[src/rtl/fetch_unit.sv]
// Instruction-fetch stage: PC, IR and indirect pointer, plus the FSM that picks the RAM address source.
// Optional PC_WRAP_TRAP_EN: PC saturates at its maximum and raises a sticky pc_ovf_o.
module fetch_unit #(
    parameter int unsigned   AW        = 7,
    parameter int unsigned   OPW       = 4,
    parameter logic [AW-1:0] RESET_VEC = '0,
    parameter int unsigned   LAST_OP   = 12
) (
    input  logic             clk_i,
    input  logic             rst_ni,
    input  logic             en_i,
    input  logic [OPW+AW:0]  data_i,
    input  logic             ir_en_i,
    input  logic             pc_en_i,
    input  logic             pc_load_i,
    input  logic             rdr_en_i,
    output logic [OPW-1:0]   opcode_o,
    output logic             i_flag_o,
    output logic [AW-1:0]    addr_o,
    output logic [AW-1:0]    pc_o,
    output logic [AW-1:0]    mem_addr_o,
`ifdef PC_WRAP_TRAP_EN
    output logic             pc_ovf_o,
`endif
    output logic             illegal_o
);

    localparam int unsigned DW = OPW + 1 + AW;

    typedef enum logic [1:0] {StFetch, StOperand, StIndirect} state_e;

    state_e          state_q;
    logic [AW-1:0]   pc_q, pc_d;
    logic [AW-1:0]   ptr_q;
    logic [DW-1:0]   ir_q;
    logic [AW-1:0]   ir_addr;
    logic            ir_iflag;
    logic [OPW-1:0]  ir_op;
    logic [AW-1:0]   addr;

    assign ir_addr  = ir_q[AW-1:0];
    assign ir_iflag = ir_q[AW];
    assign ir_op    = ir_q[DW-1 -: OPW];

    // The pointer only replaces the IR address once the FSM has actually gone indirect.
    assign addr = (ir_iflag && state_q == StIndirect) ? ptr_q : ir_addr;

    assign opcode_o  = ir_op;
    assign i_flag_o  = ir_iflag;
    assign addr_o    = addr;
    assign pc_o      = pc_q;
    assign illegal_o = {{(32-OPW){1'b0}}, ir_op} > LAST_OP;

`ifdef PC_WRAP_TRAP_EN
    logic pc_ovf_q;
    logic ovf_set;
    assign pc_ovf_o = pc_ovf_q;
`endif

    always_comb begin
        pc_d = pc_q;
`ifdef PC_WRAP_TRAP_EN
        ovf_set = 1'b0;
`endif
        if (pc_load_i) begin
            pc_d = addr;
        end else if (pc_en_i) begin
`ifdef PC_WRAP_TRAP_EN
            if (&pc_q) begin
                ovf_set = 1'b1;
            end else begin
                pc_d = pc_q + 1'b1;
            end
`else
            pc_d = pc_q + 1'b1;
`endif
        end
    end

    always_comb begin
        case (state_q)
            StOperand:  mem_addr_o = ir_addr;
            StIndirect: mem_addr_o = ptr_q;
            default:    mem_addr_o = pc_q;
        endcase
    end

    always_ff @(posedge clk_i or negedge rst_ni) begin
        if (!rst_ni) begin
            state_q  <= StFetch;
            pc_q     <= RESET_VEC;
            ptr_q    <= '0;
            ir_q     <= '0;
`ifdef PC_WRAP_TRAP_EN
            pc_ovf_q <= 1'b0;
`endif
        end else if (en_i) begin
            pc_q <= pc_d;
            if (ir_en_i) ir_q <= data_i;
            if (rdr_en_i) ptr_q <= data_i[AW-1:0];
`ifdef PC_WRAP_TRAP_EN
            if (ovf_set) pc_ovf_q <= 1'b1;
`endif
            if (pc_load_i || (pc_en_i && !ir_en_i)) begin
                state_q <= StFetch;
            end else begin
                case (state_q)
                    StFetch:    if (ir_en_i) state_q <= StOperand;
                    StOperand:  if (rdr_en_i && ir_iflag) state_q <= StIndirect;
                    StIndirect: if (ir_en_i) state_q <= StOperand;
                    default:    state_q <= StFetch;
                endcase
            end
        end
    end

endmodule

[config.mk]
export PLATFORM = sky130hd
export DESIGN_NAME = fetch_unit
export DESIGN_NICKNAME = d
export VERILOG_FILES = /design/src/rtl/fetch_unit.sv
export SDC_FILE = /design/constraint.sdc
export NUM_CORES = 1
export LEC_CHECK = 0
export ABC_AREA = 1
export CORE_MARGIN = 8
export CORE_UTILIZATION = 48
export DETAILED_ROUTE_END_ITERATION = 8
export GPL_ROUTABILITY_DRIVEN = 0
export MAX_ROUTING_LAYER = met4
export PLACE_DENSITY_LB_ADDON = 0.3
export SLEW_MARGIN = 20
export SYNTH_ARGS = -nofsm -noshare
export SYNTH_HDL_FRONTEND = slang
export SYNTH_SLANG_ARGS = --single-unit
[constraint.sdc]
create_clock -name clk_i -period 2.3 [get_ports clk_i]
set_clock_uncertainty 0.2 [all_clocks]
set_input_delay 0.575 -clock clk_i [delete_from_list [all_inputs] [get_ports clk_i]]
set_output_delay 0.575 -clock clk_i [all_outputs]
set_load 0.01 [all_outputs]
---- Word-level counts from Yosys, hierarchy flattened ----
Cells that the tools add are included.
storage, ports and cells
  register bits after elaboration ......... 28
  word-level logic and storage cells ...... 30
operators by class
  add/sub/neg operators ................... 1
  $lt $le $gt $ge ......................... 1
  equal/unequal tests ..................... 4
  muxes and demuxes ....................... 8
  reductions and logical operators ........ 12
operator list
  operator               count
  $mux W7                3
  $pmux W7 S2            1
  $add A7 B1 Y7 const B  1
  $mux W2                3
  $reduce_and A2 Y1      3
  $gt A4 B4 Y1 const B   1
  $pmux W2 S2            1
  $logic_and A1 B1 Y1    3
  $ne A3 B1 Y1 const B   1
  $ne A3 B3 Y1 const B   1
  $reduce_and A3 Y1      1
  $eq A2 B1 Y1 const B   1
  $eq A2 B2 Y1 const B   1
  $logic_not A2 Y1       1
  $reduce_bool A2 Y1     1
  $reduce_or A2 Y1       1
  $logic_not A1 Y1       1
  $logic_or A1 B1 Y1     1

---- Logic depth before layout (Yosys ltp) ----
  depth in word-level cells ............... 5
  mapped depth ............................ 10
  mapped depth without buffers ............ 9

---- Least setup slack after synthesis ----
OpenSTA, ideal clock, no wires.
  path kind ............................... register to output
  from .................................... register state_q[0]
  to ...................................... output mem_addr_o[5]
  arrival time ............................ 1237 ps
  path slack .............................. 288 ps
  stages on the path, launching flop included .. 6
  cell sequence ........................... dfrtp_1 > inv_1 > ha_1 > buf_2 > nor2_1 > a31oi_1
between the ends
  word-level cells in the longest chain between the ends .. 2
  elaborated cells between the ends (all ways) .. 3
ends and longest elaborated chain
  what                                                 RTL line  source
  start: declaration                                   32        state_e state_q;
  start signal: assignment                             90        state_q <= StFetch;
  start signal: assignment                             105       state_q <= StFetch;
  start signal: assignment                             108       StFetch: if (ir_en_i) state_q <= StOperand;
  $eq A2 B2 Y1 / $eq A2 B1 Y1 (equally long branches)  81        case (state_q)
  $pmux W7 S2 (*)                                      81
  end: declaration                                     21        output logic [AW-1:0] mem_addr_o,
Mark *: on every way between the ends. The rest lies on a longest branch, timed or not.

---- Final worst setup path ----
  from .................................... register state_q[1]
  to ...................................... output mem_addr_o[1]
Same word-level chain as after synthesis.

==> summary.txt <==
Timing
  • Worst-margin pin slew: a little over 0.4 ns
  • Fin crit period: 2.38 ns
  • Pins Over Slew Limit: 0
  • PnR worst setup slack: -0.0763 ns
  • Unrepaired setup endpoints after global routing: true
  • Rel. slew slack: 73.0%
  • Final setup fails: 11
  • Max Clk Rate: roughly 420 MHz
  • Crit share post-route: 103%
  • Hold Violations, Final: 0

Routing
  • Routed WL: 4.59 mm
  • TritonRoute pass-1 iters: 4
  • DR vias: about 1600
  • Starting DRT DRC Count: 106
  • Post-route DRC: 0
  • Post-DRT Antenna Nets: 0
  • Vias/cell: 4.99
  • WL/cell: between 10 and 15 µm

Logic synthesis
  • Synth area leaders: dfrtp_1 (41%), nand2_1 (15%), nand3_1 (6.2%), o21ai_0 (5.6%), inv_1 (4.9%)
  • Post-synth top flop: dfrtp_1
  • Synthesized area: 1700 µm²
  • Share of the synthesized area in the top cell type: 41.3%
  • Mapped Avg Cell Area: 7.67 µm²
  • Post-Synthesis Cells: approximately 220
  • Top cells by count, synth: nand2_1 (69), dfrtp_1 (28), inv_1 (22)
  • Yosys cell types: 23
  • EDFF count, synth: 0
  • Yosys warns: 0
  • #FFs+latches synth: 28
  • Largest area contributor in the netlist: dfrtp_1
  • Synth async-reset ratio: 100%
  • Count leader, synth: nand2_1
  • Syn Nets: around 250
  • Seq/Total Area, Yosys: 41.3%

Clocking
  • Clk buf depth: 2
  • CTS root buffer: clkbuf_4
  • TritonCTS clock tree: yes
  • CTS clk-pin slew, worst paths: 0.15 ns
  • CTS Sinks: 28
  • Clock Latency Late Sink: 0.35 ns
  • CTS buffer count: 3
  • H-tree depth: 1
  • Hold-fix buffer count after cts: 0

Worst setup path
  • Critical Path AT: ~1.6 ns
  • Startpoint types: register
  • Crit. End Element: primary output
  • Setup CP Type: register to primary output
  • CP required: approximately 1.5 ns
  • Crit path max fanout: 6

Finish
  • Area Overhead vs Synth: 42.6%
  • Design area: roughly 2400 µm²
  • Fin cells: approximately 330
  • Nets@finish: 306
  • Filler cells: slightly above 300
  • Layout cells sized above 1: 24.2%
  • Ant. Diodes: 0

Power
  • VDD IR max: 504 µV
  • Pwr Total: 1.78 mW
  • Power Density: 738 nW/µm²
  • Lkg Pwr: 1.21 nW

Die
  • DIE HEIGHT: approximately 75 µm
  • Num ports: between 40 and 50
  • Width of the die: 75.4 µm
  • Die area: 5690 µm²
  • Starting Density: 50.4%
  • Std cell rows: 21
  • Core box area: approximately 3400 µm²

Global routing
  • Initial antenna violation count: 0
  • First-pass GRT wire length: 7.53 mm
  • Grt ovf: 0
  • GRT Total Usage: 17.6%
  • Vias in the first global route: 1617
  • Largest net degree at the start of global routing: 29

Placed design
  • Dpl cells: 317
  • Buffers on Ports: 45
  • Cell area after placement: between 2000 and 2500 µm²
  • Post-DP HPWL: 3.34 mm

Min path
  • Class of the worst hold path: register to register

Outcome
  • Failing checks: negative setup slack
  • Status: finished with violations

Flow run
  • MaxCap Viol Count: 0
[worst max-delay path, cell delays in order (launching register included)]
cell and delay (ns):
dfrtp_1 0.41, buf_6 0.12, ha_4 0.20, buf_4 0.14, nand2_1 0.05, a31oi_1 0.18, buf_2 0.16
[cell families (layout without fill, tap and decap cells)]
| logic type | Yosys count | count (layout) | share of synthesized area [%] |
|---|---|---|---|
| and+or+nand+nor | 107 | 107 | 25.9 |
| AOI/OAI and AO/OA | 39 | 39 | 13.4 |
| buffers and inverters | 37 | 97 | 11.2 |
| DFF | 28 | 28 | 41.3 |
| adders and majority gates | 5 | 5 | 3.69 |
| muxes | 5 | 5 | 4.43 |
[layer usage]
layer  vias up  GRT usage [%]  part of all wire, %
li1        829              -                    -
met3         9           1.84                  3.5
met5         -              -                    0
met1       753           19.9                   43
met2        41           30.5                   51
met4         0           8.32                  2.3
[cell usage in the layout (no fill, tap or decap)]
cell type / n
nand2_1: 64
clkdlybuf4s50_1: 31
o21ai_4: 1
nand2_2: 4
a21oi_1: 7
buf_2: 12
o21ai_0: 19
buf_8: 2
o21bai_1: 3
nand2_4: 2
a31oi_1: 5
buf_4: 20
bufinv_16: 1
ha_4: 3
nand4_1: 1
o211a_1: 1
inv_1: 20
ha_1: 2
nand3_2: 4
buf_6: 5
nor2_1: 14
nand3_1: 18
clkbuf_4: 3
mux2_4: 5
inv_2: 3
dfrtp_1: 28
o21ai_2: 1
a31oi_4: 2
[worst paths after layout]
path,start,end,slack (ns),depth (start not counted)
max in group asynchronous,rst_ni,ir_q[7]$_DFFE_PN0P_,1.26,2
min,ptr_q[1]$_DFFE_PN0P_,ptr_q[1]$_DFFE_PN0P_,0.34,2
min reg2reg,ptr_q[1]$_DFFE_PN0P_,ptr_q[1]$_DFFE_PN0P_,0.34,2
min in group asynchronous,rst_ni,ptr_q[3]$_DFFE_PN0P_,0.38,2
max reg2reg,state_q[1]$_DFFE_PN0P_,pc_o[1]$_DFFE_PN0P_,0.60,9
max,state_q[1]$_DFFE_PN0P_,mem_addr_o[1],-0.08,6
[state kept, by name, summed over array words and instances, names as in the netlist]
name and flops:
pc_o 7, state_q 2, ir_q 12, ptr_q 7
[report_power, final]
group          internal (mW)  total [mW]  leakage, nW  switching (mW)
clock network          0.177       0.337       0.0279           0.160
logic                  0.407       0.807        0.835           0.400
registers              0.566       0.641        0.342          0.0744
total                   1.15        1.78         1.21           0.635
[what timing repair did]
item	CTS	global route
endpoints found under the setup margin	14	16
setup buffers	3	4
pin swaps	6	8
gates resized for setup	74	15
[cell type report]
class / instances / area (µm²) / area share (%)
clock buffer: 3 / 22.5 / 0.932
timing repair buffer: 70 / 607 / 25.1
inverter: 23 / 86.3 / 3.57
sequential: 28 / 701 / 29.0
clock inverter: 1 / 30.0 / 1.24
tap: 46 / 57.6 / 2.38
multi-input combinational: 156 / 913 / 37.8
[per-stage QoR]
step	util [%]	hold WS, ns	setup slack, ns	setup TNS (ns)
2_1_floorplan	-	0.0794	0.288	0
3_3_place_gp	67.0	0.294	-0.268	-2.52
3_5_place_dp	67.0	0.300	-0.336	-3.18
4_1_cts	68.9	0.337	-0.0666	-0.429
5_1_grt	71.9	0.371	-0.147	-1.46
6_report	71.9	0.336	-0.0763	-0.434
(Power assumes the default switching activity.)
